## src/rtl/id_ex_stage_pkg.sv

```systemverilog
// Shared AURA16 definitions for the ID/EX stage: default widths, ALU opcodes,
// and the EX control bundle with its all-zero NOP value.
package id_ex_stage_pkg;

    localparam int AURA_DATA_W  = 16;
    localparam int AURA_REG_AW  = 3;
    localparam int AURA_ALUOP_W = 3;
    localparam int AURA_CNT_W   = 16;

    typedef enum logic [AURA_ALUOP_W-1:0] {
        ALU_ADD = 3'd0,
        ALU_SUB = 3'd1,
        ALU_AND = 3'd2,
        ALU_OR  = 3'd3,
        ALU_XOR = 3'd4,
        ALU_SLT = 3'd5,
        ALU_SLL = 3'd6,
        ALU_SRL = 3'd7
    } alu_op_e;

    typedef struct packed {
        logic                    reg_write;
        logic                    mem_read;
        logic                    mem_write;
        logic                    mem_to_reg;
        logic                    alu_src;
        logic [AURA_ALUOP_W-1:0] alu_op;
    } ctrl_t;

    // A bubble must never write the RF or memory, so NOP is simply all-zero.
    localparam ctrl_t CTRL_NOP = '0;

endpackage

```

## src/rtl/id_ex_stage_hazard_detect.sv

```systemverilog
// Combinational load-use hazard detection and front-end stall request.
module hazard_detect #(
    parameter int REG_AW = 3
) (
    input  logic              rst,
    input  logic              id_valid,
    input  logic [REG_AW-1:0] id_rs,
    input  logic [REG_AW-1:0] id_rt,
    input  logic              id_uses_rt,
    input  logic              ex_valid,
    input  logic              ex_mem_read,
    input  logic [REG_AW-1:0] ex_write_reg,
    input  logic              flush,
    input  logic              ex_hold,
    output logic              lu,
    output logic              stall_if_id
);

    // R0 is hardwired zero, so a load targeting it never creates a dependency.
    assign lu = ex_valid & ex_mem_read & (ex_write_reg != '0) & id_valid &
                ((ex_write_reg == id_rs) | (id_uses_rt & (ex_write_reg == id_rt)));

    assign stall_if_id = ~rst & (ex_hold | (lu & ~flush));

endmodule

```

## src/rtl/id_ex_stage.sv

```systemverilog
// AURA16 ID/EX pipeline register: one bubble per load-use hazard, branch flush,
// EX hold, and a saturating count of inserted bubbles.
module id_ex_stage
    import id_ex_stage_pkg::*;
#(
    parameter int DATA_W = AURA_DATA_W,
    parameter int REG_AW = AURA_REG_AW,
    parameter int CNT_W  = AURA_CNT_W
) (
    input  logic                    clk,
    input  logic                    rst,
    input  logic                    id_valid,
    input  logic [REG_AW-1:0]       id_rs,
    input  logic [REG_AW-1:0]       id_rt,
    input  logic                    id_uses_rt,
    input  logic [REG_AW-1:0]       id_write_reg,
    input  logic                    id_reg_write,
    input  logic                    id_mem_read,
    input  logic                    id_mem_write,
    input  logic                    id_mem_to_reg,
    input  logic                    id_alu_src,
    input  logic [AURA_ALUOP_W-1:0] id_alu_op,
    input  logic [DATA_W-1:0]       id_rd1,
    input  logic [DATA_W-1:0]       id_rd2,
    input  logic [DATA_W-1:0]       id_imm,
    input  logic                    flush,
    input  logic                    ex_hold,
    output logic                    stall_if_id,
    output logic                    ex_valid,
    output logic [REG_AW-1:0]       ex_rs,
    output logic [REG_AW-1:0]       ex_rt,
    output logic [REG_AW-1:0]       ex_write_reg,
    output logic                    ex_reg_write,
    output logic                    ex_mem_read,
    output logic                    ex_mem_write,
    output logic                    ex_mem_to_reg,
    output logic                    ex_alu_src,
    output logic [AURA_ALUOP_W-1:0] ex_alu_op,
    output logic [DATA_W-1:0]       ex_rd1,
    output logic [DATA_W-1:0]       ex_rd2,
    output logic [DATA_W-1:0]       ex_imm,
    output logic [CNT_W-1:0]        stall_count
);

    logic  lu;
    ctrl_t id_ctrl;
    ctrl_t ex_ctrl;

    hazard_detect #(.REG_AW(REG_AW)) u_hazard (
        .rst          (rst),
        .id_valid     (id_valid),
        .id_rs        (id_rs),
        .id_rt        (id_rt),
        .id_uses_rt   (id_uses_rt),
        .ex_valid     (ex_valid),
        .ex_mem_read  (ex_ctrl.mem_read),
        .ex_write_reg (ex_write_reg),
        .flush        (flush),
        .ex_hold      (ex_hold),
        .lu           (lu),
        .stall_if_id  (stall_if_id)
    );

    assign id_ctrl = '{reg_write:  id_reg_write,
                       mem_read:   id_mem_read,
                       mem_write:  id_mem_write,
                       mem_to_reg: id_mem_to_reg,
                       alu_src:    id_alu_src,
                       alu_op:     id_alu_op};

    // Hold freezes everything, including a pending flush (its source re-presents it).
    always_ff @(posedge clk) begin
        if (rst) begin
            ex_valid     <= 1'b0;
            ex_rs        <= '0;
            ex_rt        <= '0;
            ex_write_reg <= '0;
            ex_ctrl      <= CTRL_NOP;
            ex_rd1       <= '0;
            ex_rd2       <= '0;
            ex_imm       <= '0;
        end else if (!ex_hold) begin
            if (flush || lu) begin
                ex_valid     <= 1'b0;
                ex_rs        <= '0;
                ex_rt        <= '0;
                ex_write_reg <= '0;
                ex_ctrl      <= CTRL_NOP;
                ex_rd1       <= '0;
                ex_rd2       <= '0;
                ex_imm       <= '0;
            end else begin
                ex_valid     <= id_valid;
                ex_rs        <= id_rs;
                ex_rt        <= id_rt;
                ex_write_reg <= id_write_reg;
                ex_ctrl      <= id_valid ? id_ctrl : CTRL_NOP;
                ex_rd1       <= id_rd1;
                ex_rd2       <= id_rd2;
                ex_imm       <= id_imm;
            end
        end
    end

    always_ff @(posedge clk) begin
        if (rst) begin
            stall_count <= '0;
        end else if (!ex_hold && !flush && lu && (stall_count != '1)) begin
            stall_count <= stall_count + 1'b1;
        end
    end

    assign ex_reg_write  = ex_ctrl.reg_write;
    assign ex_mem_read   = ex_ctrl.mem_read;
    assign ex_mem_write  = ex_ctrl.mem_write;
    assign ex_mem_to_reg = ex_ctrl.mem_to_reg;
    assign ex_alu_src    = ex_ctrl.alu_src;
    assign ex_alu_op     = ex_ctrl.alu_op;

endmodule
```

## config.mk

```make
export PLATFORM = sky130hd
export DESIGN_NAME = id_ex_stage
export DESIGN_NICKNAME = d
export VERILOG_FILES = /design/src/rtl/id_ex_stage_pkg.sv /design/src/rtl/id_ex_stage_hazard_detect.sv /design/src/rtl/id_ex_stage.sv
export SDC_FILE = /design/constraint.sdc
export NUM_CORES = 1
export LEC_CHECK = 0
export CAP_MARGIN = 40
export CORE_MARGIN = 2
export CORE_UTILIZATION = 42
export DETAILED_ROUTE_END_ITERATION = 6
export GPL_TIMING_DRIVEN = 0
export PLACE_DENSITY = 0.83
export SETUP_SLACK_MARGIN = 0.3
export SYNTH_ARGS = -nofsm -noshare
export SYNTH_HDL_FRONTEND = slang
export SYNTH_SLANG_ARGS = --single-unit
export TNS_END_PERCENT = 20
```

## constraint.sdc

```tcl
create_clock -name clk -period 4.7 [get_ports clk]
set_clock_uncertainty 0.1 [all_clocks]
set_input_delay 1.41 -clock clk [delete_from_list [all_inputs] [get_ports clk]]
set_output_delay 1.41 -clock clk [all_outputs]
set_load 0.03 [all_outputs]
```

==> out/metrics.json <==
{
  "yosys.area.top_type_share": {"value": 55.1, "unit": "%"},
  "leakagePower": {"value": 1.77, "unit": "nW"},
  "report.final.slew_viol_count": {"value": 0},
  "rows": {"value": 30},
  "clkTransAtPathRegs": {"value": 80, "unit": "ps"},
  "portBuffers": {"value": 152},
  "cts-root-to-sink-buffers": {"value": 2},
  "worstSetupStartpointType": {"value": "input port"},
  "timing.setup.critical_path_class": {"value": "input port to output pin"},
  "finalSetupTns": {"value": 0, "unit": "ps"},
  "dpl-instance-area": {"value": 4620, "unit": "um^2"},
  "synthFlopType": {"value": "sky130_fd_sc_hd__dfxtp_1"},
  "report.final.hold_viol_count": {"value": 0},
  "hold_ws": {"value": 371, "unit": "ps"},
  "detail_route.wirelength": {"value": 8560, "unit": "um"},
  "drt.antenna.violating_nets": {"value": 0},
  "drt_drc": {"value": 0},
  "synth.avg_cell_area": {"value": 11.2, "unit": "um^2"},
  "drt_first_iter_violations": {"value": 89},
  "synth_warnings": {"value": 0},
  "hold_path_depth": {"value": 1},
  "grt_use_total": {"value": 22.1, "unit": "%"},
  "mappedNetlistArea": {"value": 2980, "unit": "um^2"},
  "global_route.usage.met3": {"value": 5.78, "unit": "%"},
  "globalplace.congestion": {"value": 0.863},
  "synth_area_leaders": {"value": "sky130_fd_sc_hd__dfxtp_1 (55%), sky130_fd_sc_hd__a22o_1 (17%), sky130_fd_sc_hd__a32o_1 (2.7%)"},
  "top_level_ports": {"value": 154},
  "routed-via-count": {"value": 2831},
  "clock.fmax": {"value": 231, "unit": "MHz"},
  "maximum_number_of_pins_on_one_net_before_global_route_repair": {"value": 14},
  "maxCapViolCount": {"value": 0},
  "global_route.overflow_total": {"value": 0},
  "cts_root_buf": {"value": "sky130_fd_sc_hd__clkbuf_8"},
  "worst_hold_path_type": {"value": "flop to flop"},
  "avgRoutedWirePerCell": {"value": 16.1, "unit": "um"},
  "antenna_cells": {"value": 0},
  "worst_ir_drop_vdd": {"value": 223, "unit": "uV"},
  "cts.sinks": {"value": 82},
  "numCtsBuffers": {"value": 9},
  "dp_slack": {"value": -401, "unit": "ps"},
  "dieArea": {"value": 7780, "unit": "um^2"},
  "run_status": {"value": "finished clean"},
  "use_met2": {"value": 35.1, "unit": "%"},
  "worst_slew_pin_slew": {"value": 513, "unit": "ps"},
  "synth_cells": {"value": 265},
  "final_net_count": {"value": 501},
  "grtUsageMet1": {"value": 28.3, "unit": "%"},
  "worst-path-max-fanout": {"value": 2},
  "p_per_area": {"value": 306, "unit": "nW/um^2"},
  "tritoncts_clock_tree": {"value": "built"},
  "timing.max_slew.rel_slack": {"value": 65.8, "unit": "%"},
  "global_route_wire_length_before_repair": {"value": 13400, "unit": "um"},
  "final_area": {"value": 4860, "unit": "um^2"},
  "drt_first_pass_iters": {"value": 4},
  "cts_htree_levels": {"value": 3},
  "layout_area_overhead": {"value": 63.0, "unit": "%"},
  "final_critical_path_setup_slack": {"value": 370, "unit": "ps"},
  "via_per_inst": {"value": 5.34},
  "synth_fp_nets": {"value": 337},
  "synthesized_flop_and_latch_total": {"value": 82},
  "synth_cell_types": {"value": 34},
  "synth_top_cell_by_area": {"value": "sky130_fd_sc_hd__dfxtp_1"},
  "async_reset_ff_share": {"value": 0, "unit": "%"},
  "timing.critical_path.arrival": {"value": 2820, "unit": "ps"},
  "drive_above_1_share": {"value": 8.06, "unit": "%"},
  "synth_enable_flop_cells": {"value": 0},
  "core_area": {"value": 6830, "unit": "um^2"},
  "initial_utilization": {"value": 43.6, "unit": "%"},
  "globalRoute.busiestLayer": {"value": "met2"},
  "yosys.cell_count.top_type": {"value": "sky130_fd_sc_hd__dfxtp_1"},
  "period_needed": {"value": 4330, "unit": "ps"},
  "clock_insertion_delay_worst_skew": {"value": 340, "unit": "ps"},
  "chipWidth": {"value": 88.2, "unit": "um"},
  "rsz0062_at_grt": {"value": "no"},
  "synth_common_cells": {"value": "sky130_fd_sc_hd__dfxtp_1 (82), sky130_fd_sc_hd__a22o_1 (57), sky130_fd_sc_hd__a21oi_1 (13), sky130_fd_sc_hd__clkbuf_1 (11)"},
  "initial_antenna_violation_count": {"value": 0},
  "cts_hold_buffers": {"value": 0},
  "timing.final.setup_violations": {"value": 0},
  "layout.core_utilization": {"value": 71.1, "unit": "%"},
  "worst_ep_required_time": {"value": 3190, "unit": "ps"},
  "final.period_utilization": {"value": 92.1, "unit": "%"},
  "r2r.worst_path.cells": {"value": 7},
  "die_y": {"value": 88.2, "unit": "um"},
  "dpl.hpwl": {"value": 6330, "unit": "um"},
  "setup.worst_path.end_class": {"value": "output pin"},
  "synth_seq_area_share": {"value": 55.1, "unit": "%"},
  "grt_pass1_vias": {"value": 2823}
}
-- stage by stage --
stage / std cells / total power [mW]
after floorplan: 265 / 0.828
after global placement: 513 / 0.942
after detailed placement: 513 / 0.945
after CTS: 529 / 1.50
after global routing: 530 / 1.54
final: 530 / 1.49
-- cell families (layout without fill, tap and decap cells) --
logic type | after synthesis | after routing | synth area share (%)
xor+xnor | 6 | 6 | 1.76
fa+ha+maj | 1 | 1 | 0.420
simple gates | 54 | 54 | 12.0
flops | 82 | 82 | 55.1
mux | 4 | 4 | 1.51
compound gates | 92 | 92 | 25.2
buf+inv | 26 | 195 | 4.03
-- worst max-delay path, cell delays in order --
cell and delay [ps]:
sky130_fd_sc_hd__clkdlybuf4s50_1 510, sky130_fd_sc_hd__xnor2_1 140, sky130_fd_sc_hd__nand4_1 150, sky130_fd_sc_hd__a21oi_2 190
sky130_fd_sc_hd__a21oi_1 90, sky130_fd_sc_hd__nor2_1 140, sky130_fd_sc_hd__buf_4 190
-- placed cells by master (no fill, tap or decap), types with 3 or more instances in the layout --
cell and count:
sky130_fd_sc_hd__inv_1 3, sky130_fd_sc_hd__a22o_1 57, sky130_fd_sc_hd__clkdlybuf4s50_1 150, sky130_fd_sc_hd__nor4_2 3, sky130_fd_sc_hd__clkbuf_1 11, sky130_fd_sc_hd__o31ai_1 9, sky130_fd_sc_hd__or4_1 9, sky130_fd_sc_hd__clkbuf_8 10
sky130_fd_sc_hd__buf_2 9, sky130_fd_sc_hd__and4_1 4, sky130_fd_sc_hd__nand4_1 4, sky130_fd_sc_hd__buf_4 3, sky130_fd_sc_hd__nor2_1 5, sky130_fd_sc_hd__xnor2_1 6, sky130_fd_sc_hd__a21oi_1 12, sky130_fd_sc_hd__a32o_1 8
sky130_fd_sc_hd__nand2_1 5, sky130_fd_sc_hd__nor2b_1 5, sky130_fd_sc_hd__mux2_1 4, sky130_fd_sc_hd__nand3_1 9, sky130_fd_sc_hd__dfxtp_1 82
-- power breakdown --
part	leakage (nW)	switching (mW)	internal (mW)	total, mW
Clock	0.103	0.244	0.314	0.558
Combinational	0.995	0.0921	0.109	0.201
Sequential	0.667	0.0127	0.716	0.728
Total	1.77	0.348	1.14	1.49
-- metal layers --
| layer | up-vias | wire length, um |
|---|---|---|
| met5 | - | 0 |
| met3 | 17 | 619 |
| met4 | 0 | 231 |
| met1 | 1337 | 3620 |
| met2 | 123 | 4080 |
| li1 | 1354 | - |
-- worst paths after layout --
path | from | endpoint | slack [ps]
worst max-delay path | id_rt[2] | stall_if_id | 370
worst min-delay path | ex_alu_op[0]$_SDFFE_PP0N_ | ex_alu_op[0]$_SDFFE_PP0N_ | 370
worst max register to register | ex_write_reg[2]$_SDFFE_PP0N_ | stall_count[11]$_SDFFE_PP0P_ | 2220
worst min register to register | ex_alu_op[0]$_SDFFE_PP0N_ | ex_alu_op[0]$_SDFFE_PP0N_ | 370
-- timing repair --
item | 4_1_cts | 5_1_grt
pin swaps | 0 | 2
setup endpoints to repair | 1 | 1
gates cloned | 0 | 0
gates resized for setup | 9 | 3
buffers inserted | 0 | 1
-- layout make-up --
| type | instances | area, um^2 |
|---|---|---|
| plain buffers | 23 | 114 |
| clock buffers | 12 | 145 |
| clock inverters | 4 | 75.1 |
| fillers | 532 | 1970 |
| inverters | 3 | 11.3 |
| multi-input cells | 157 | 1220 |
| flip-flops and latches | 82 | 1640 |
| well taps | 96 | 120 |
| repair buffers | 153 | 1530 |
No activity file was read; power rests on OpenSTA's default activity.
